### config.mk
export PLATFORM = sky130hd
export DESIGN_NAME = pc_sequencer
export DESIGN_NICKNAME = d
export VERILOG_FILES = /design/src/rtl/pc_sequencer.sv
export SDC_FILE = /design/constraint.sdc
export NUM_CORES = 1
export LEC_CHECK = 0
export BUFFER_PORTS_ARGS = -buffer_cell sky130_fd_sc_hd__buf_2
export CAP_MARGIN = 20
export CORE_MARGIN = 2
export CORE_UTILIZATION = 45
export CTS_CLUSTER_SIZE = 12
export DETAILED_ROUTE_END_ITERATION = 8
export MAX_ROUTING_LAYER = met4
export PLACE_DENSITY = 0.68
export SETUP_SLACK_MARGIN = 0.15
export SLEW_MARGIN = 20
export SYNTH_ARGS = -nofsm -noshare
export SYNTH_HDL_FRONTEND = slang
export SYNTH_SLANG_ARGS = --single-unit
export TNS_END_PERCENT = 5
### constraint.sdc
create_clock -name clk -period 4.4 [get_ports clk]
set_input_delay 0.44 -clock clk [delete_from_list [all_inputs] [get_ports clk]]
set_output_delay 0.44 -clock clk [all_outputs]
set_load 0.02 [all_outputs]
### src/rtl/pc_sequencer.sv
// rtl/pc_sequencer.sv - program counter with call/return address stack
module pc_sequencer #(
    parameter int               WIDTH      = 16,
    parameter int               DEPTH      = 8,
    parameter logic [WIDTH-1:0] RESET_ADDR = '0
) (
    input  logic                       clk,
    input  logic                       reset,
    input  logic [2:0]                 op,
    input  logic [WIDTH-1:0]           newAdr,
    input  logic [WIDTH-1:0]           imm,
    output logic [WIDTH-1:0]           pc,
    output logic [$clog2(DEPTH+1)-1:0] depth,
    output logic                       full,
    output logic                       empty,
    output logic                       ovf_err,
    output logic                       unf_err
);
    localparam int DW = $clog2(DEPTH + 1);
    localparam int AW = $clog2(DEPTH);

    localparam logic [2:0] OP_INC  = 3'b001;
    localparam logic [2:0] OP_JMP  = 3'b010;
    localparam logic [2:0] OP_BR   = 3'b011;
    localparam logic [2:0] OP_CALL = 3'b100;
    localparam logic [2:0] OP_RET  = 3'b101;

    logic [WIDTH-1:0] r_pc;
    logic [DW-1:0]    r_depth;
    logic             r_ovf;
    logic             r_unf;
    logic [WIDTH-1:0] r_stack [DEPTH];

    logic             w_full;
    logic             w_empty;
    logic [WIDTH-1:0] w_pc_inc;
    logic [AW-1:0]    w_push_idx;
    logic [AW-1:0]    w_top_idx;
    logic [WIDTH-1:0] w_pc_nxt;
    logic [DW-1:0]    w_depth_nxt;
    logic             w_push;
    logic             w_ovf_set;
    logic             w_unf_set;

    assign w_full     = (r_depth == DW'(DEPTH));
    assign w_empty    = (r_depth == '0);
    assign w_pc_inc   = r_pc + WIDTH'(1);
    // Push slot is only used when not full, so depth always fits the index width then.
    assign w_push_idx = AW'(r_depth);
    assign w_top_idx  = AW'(r_depth - DW'(1));

    // Next PC, stack depth and error-flag updates for the selected operation
    always_comb begin
        w_pc_nxt    = r_pc;
        w_depth_nxt = r_depth;
        w_push      = 1'b0;
        w_ovf_set   = 1'b0;
        w_unf_set   = 1'b0;
        case (op)
            OP_INC: w_pc_nxt = w_pc_inc;
            OP_JMP: w_pc_nxt = newAdr;
            OP_BR:  w_pc_nxt = r_pc + imm;
            OP_CALL: begin
                if (w_full) begin
                    w_ovf_set = 1'b1;
                end else begin
                    w_push      = 1'b1;
                    w_pc_nxt    = newAdr;
                    w_depth_nxt = r_depth + DW'(1);
                end
            end
            OP_RET: begin
                if (w_empty) begin
                    w_unf_set = 1'b1;
                end else begin
                    w_pc_nxt    = r_stack[w_top_idx];
                    w_depth_nxt = r_depth - DW'(1);
                end
            end
            default: ;
        endcase
    end

    // Architectural state; reset wins over any operation and discards the stack
    always_ff @(posedge clk) begin
        if (reset) begin
            r_pc    <= RESET_ADDR;
            r_depth <= '0;
            r_ovf   <= 1'b0;
            r_unf   <= 1'b0;
        end else begin
            r_pc    <= w_pc_nxt;
            r_depth <= w_depth_nxt;
            r_ovf   <= r_ovf | w_ovf_set;
            r_unf   <= r_unf | w_unf_set;
        end
    end

    // Return-address storage; contents are meaningful only below depth, so no reset
    always_ff @(posedge clk) begin
        if (w_push && !reset) begin
            r_stack[w_push_idx] <= w_pc_inc;
        end
    end

    assign pc      = r_pc;
    assign depth   = r_depth;
    assign full    = w_full;
    assign empty   = w_empty;
    assign ovf_err = r_ovf;
    assign unf_err = r_unf;
endmodule

==> summary.txt <==
Drt
  • Vias: 4945
  • Remaining routing DRC violations: 0
  • Antenna violation net count after detailed routing: 0
  • Final wirelength: 18300 um
  • DR vias/cell: 6.143
  • DRT iter0 DRCs: 528
  • TritonRoute pass-1 iters: 5
  • Drt wl/cell: about 23 um

Synth
  • Net Count, Synth: 570
  • Post-synth EDFFs: about 130
  • Yosys cell types: between 70 and 80
  • Post-Syn Instances: 514
  • YS warnings: 0
  • Leading area contributor after synthesis: edfxtp_1
  • Cells taking the most area after synthesis: edfxtp_1 53%, mux4_2 9.7%, dfxtp_1 6.1%, ha_1 3.1%, a21oi_1 2.5%
  • Post-synthesis average cell area: 14.05 sq um
  • Sequential element share of the synthesized area: 59.34%
  • Post-synth top area share: between 50 and 60%
  • Most used flip-flop cell after synthesis: edfxtp_1
  • Post-synth ARST share: 0%
  • #FFs+latches synth: 150
  • Synthesized area: 7219 sq um

STA
  • Hold WS: between 400 and 500 ps
  • Setup_tns: 0 ps
  • Clock Skews: 10.89 ps
  • Worst-margin pin slew: about 1100 ps
  • Final Slew Violations: 0
  • Relative slew slack: 28.26%
  • Fmax: 342.9 MHz
  • Setup WS post-layout: roughly 1500 ps
  • Final setup fails: 0
  • Final min period: just under 3000 ps
  • Final worst path period share: 66.29%
  • Hold Fails Final Rpt: 0
  • RSZ-0062 raised after global routing: no

Worst setup path
  • Arr. time, crit path: 3230 ps
  • Reg-to-reg critical path endpoint: pc[15]
  • Path depth of the worst reg2reg path: 8
  • RR Startpoint: depth[1]
  • Worst reg2reg setup slack: 1480 ps
  • Critical-path maximum fanout: 21
  • Critical path launch point type: register
  • Req. time, crit path: 4710 ps
  • CP Class: reg2reg
  • Worst setup EP type: register

Layout
  • Commonest non-fill, non-tap cells in the layout: 128 x edfxtp_1, 60 x buf_2, 36 x a21oi_1, 34 x nand2_1, 31 x mux4_2
  • Post-layout util: 52.35%
  • Layout area overhead: 14.35%
  • Layout cells sized above 1: 24.28%
  • Nets: 633
  • Fill cells: 1328
  • Inserted Diodes: 0
  • Most common cell after layout, fill and taps aside: edfxtp_1

Placement
  • Gpl congestion: 0.9499
  • # port buffers: 60
  • Pre-CTS WS: 1514 ps
  • HPWL Detailed: 12090 um

Global routing
  • Largest net degree at the start of global routing: 38
  • Vias in the first global route: slightly below 5000
  • GRT Resource Usage Total: 23.11%
  • First-pass GRT wire length: 27720 um
  • GRT overflow: 0
  • Initial antenna violation count: 0

Floorplan
  • IO Count: 61
  • Die height: around 130 um
  • Initial Util: between 40% and 50%
  • Die footprint: 17070 sq um
  • Die Width: 130.7 um
  • CORE AREA: approximately 16000 sq um
  • Row Count: 46

Run status
  • Status: finished clean

Worst hold path
  • Hold_sp: reset
  • Worst Hold Depth: 2
  • Hold Path End: ovf_err
  • Worst Hold Class: in2reg

Clock network
  • Clk root buf: clkbuf_16
  • CTS tree: built
  • Worst-path clk slew: roughly 60 ps
  • Clock Latency Late Sink: 430 ps
  • H-tree levels: 4
  • Max clock buf depth: 2
  • TritonCTS buffer count: 17
  • Hold buffers post-CTS: 0
  • # Post-CTS Setup Buffers: 0
  • Clock Sinks: 150
  • Post-CTS Resized: 0

Power
  • Leakage: slightly below 3 nW
  • IR drop worst, VDD: about 270 uV
  • Pwr dens: between 400 and 500 nW/um^2

Job
  • # Max-Cap Violations: 0
## per-layer routing
layer	GRT usage, %	routed length (um)
met5	-	0
met4	9.637	313
met3	4.316	1207
met2	35.42	8870
met1	30.64	7908
## registers in the layout (all words and copies together) (netlist names)
| register | count |
|---|---|
| unf_err | 1 |
| ovf_err | 1 |
| r_stack | 128 |
| depth | 4 |
| pc | 16 |
## logic make-up (layout without fill, tap and decap cells)
group / Yosys count / in the layout / synth area share, %
flip-flops: 150 / 150 / 59.34
AO/OA/AOI/OAI: 131 / 131 / 12.81
AND/OR/NAND/NOR: 115 / 115 / 7.973
buffers and inverters: 39 / 114 / 2.911
multiplexers: 34 / 34 / 10.31
XOR/XNOR: 26 / 26 / 3.258
adder cells (fa/ha/maj): 19 / 19 / 3.397
## worst max-delay path by stage
stage	slack, ps	cells after the start	to	startpoint
after floorplan	810	8	r_stack[0][0]	depth[0]
after global placement	1570	8	pc[14]	depth[1]
after detailed placement	1510	8	pc[15]	depth[1]
after CTS	1500	7	pc[11]	depth[1]
after global routing	1300	8	pc[15]	depth[1]
final	1480	8	pc[15]	depth[1]
## cell usage after synthesis (2+ instances only)
master     count
o311a_1        2
a211oi_1       4
edfxtp_1     128
a21o_1         3
a21oi_1       36
or3_1          5
nand3_1       15
xnor2_1       17
o221ai_1       7
nand2_1       34
inv_1         12
o211ai_1       4
a221oi_1       2
a221o_1        4
o21ai_0       16
o31ai_1        2
buf_6          5
nor2_1        24
dfxtp_1       22
clkbuf_1       8
a22oi_1        4
and2_1         3
mux4_2        31
and4_1         3
a222oi_1       8
buf_2         10
mux2i_1        2
xor2_1         8
and3_1         3
o2111ai_1      2
o21a_1         5
o21ai_1        5
nand4_1        3
nand2_4        2
o21bai_1       2
or2_1          2
nor3_1         9
a31oi_1        9
ha_1          18
nand2b_1       3
nor4_1         2
## cell type report
type                            instances  area (sq um)  area share [%]
Clock buffer                           18         429.2           5.199
Clock inverter                         13         111.4           1.349
Inverter                               13         48.80          0.5911
Multi-Input combinational cell        325          2735           33.13
Sequential cell                       150          4285           51.91
Tap cell                              216         270.3           3.274
Timing Repair Buffer                   70         375.4           4.547
## through the flow
| step | instance area [sq um] | std cells | power, W |
|---|---|---|---|
| 2_1_floorplan | 7219 | 514 | 0.002003 |
| 3_3_place_gp | 7715 | 774 | 0.002134 |
| 3_5_place_dp | 7715 | 774 | 0.002146 |
| 4_1_cts | 8255 | 805 | 0.003463 |
| 5_1_grt | 8255 | 805 | 0.003574 |
| 6_report | 8255 | 805 | 0.003448 |
## power breakdown
| group | leakage, nW | switching, W | internal (W) |
|---|---|---|---|
| logic | 1.27 | 0.000303 | 0.000195 |
| registers | 1.36 | 0.0000405 | 0.00159 |
| clock network | 0.250 | 0.000555 | 0.000768 |
## worst max-delay path, cell delays in order, from the launching register on
cell and delay, ps:
dfxtp_1 510, inv_1 110, ha_1 670, buf_4 430, mux4_2 350, a221o_1 330
a21oi_1 140, o311a_1 200, a21oi_2 50
Power figures use the tool's default switching activity.
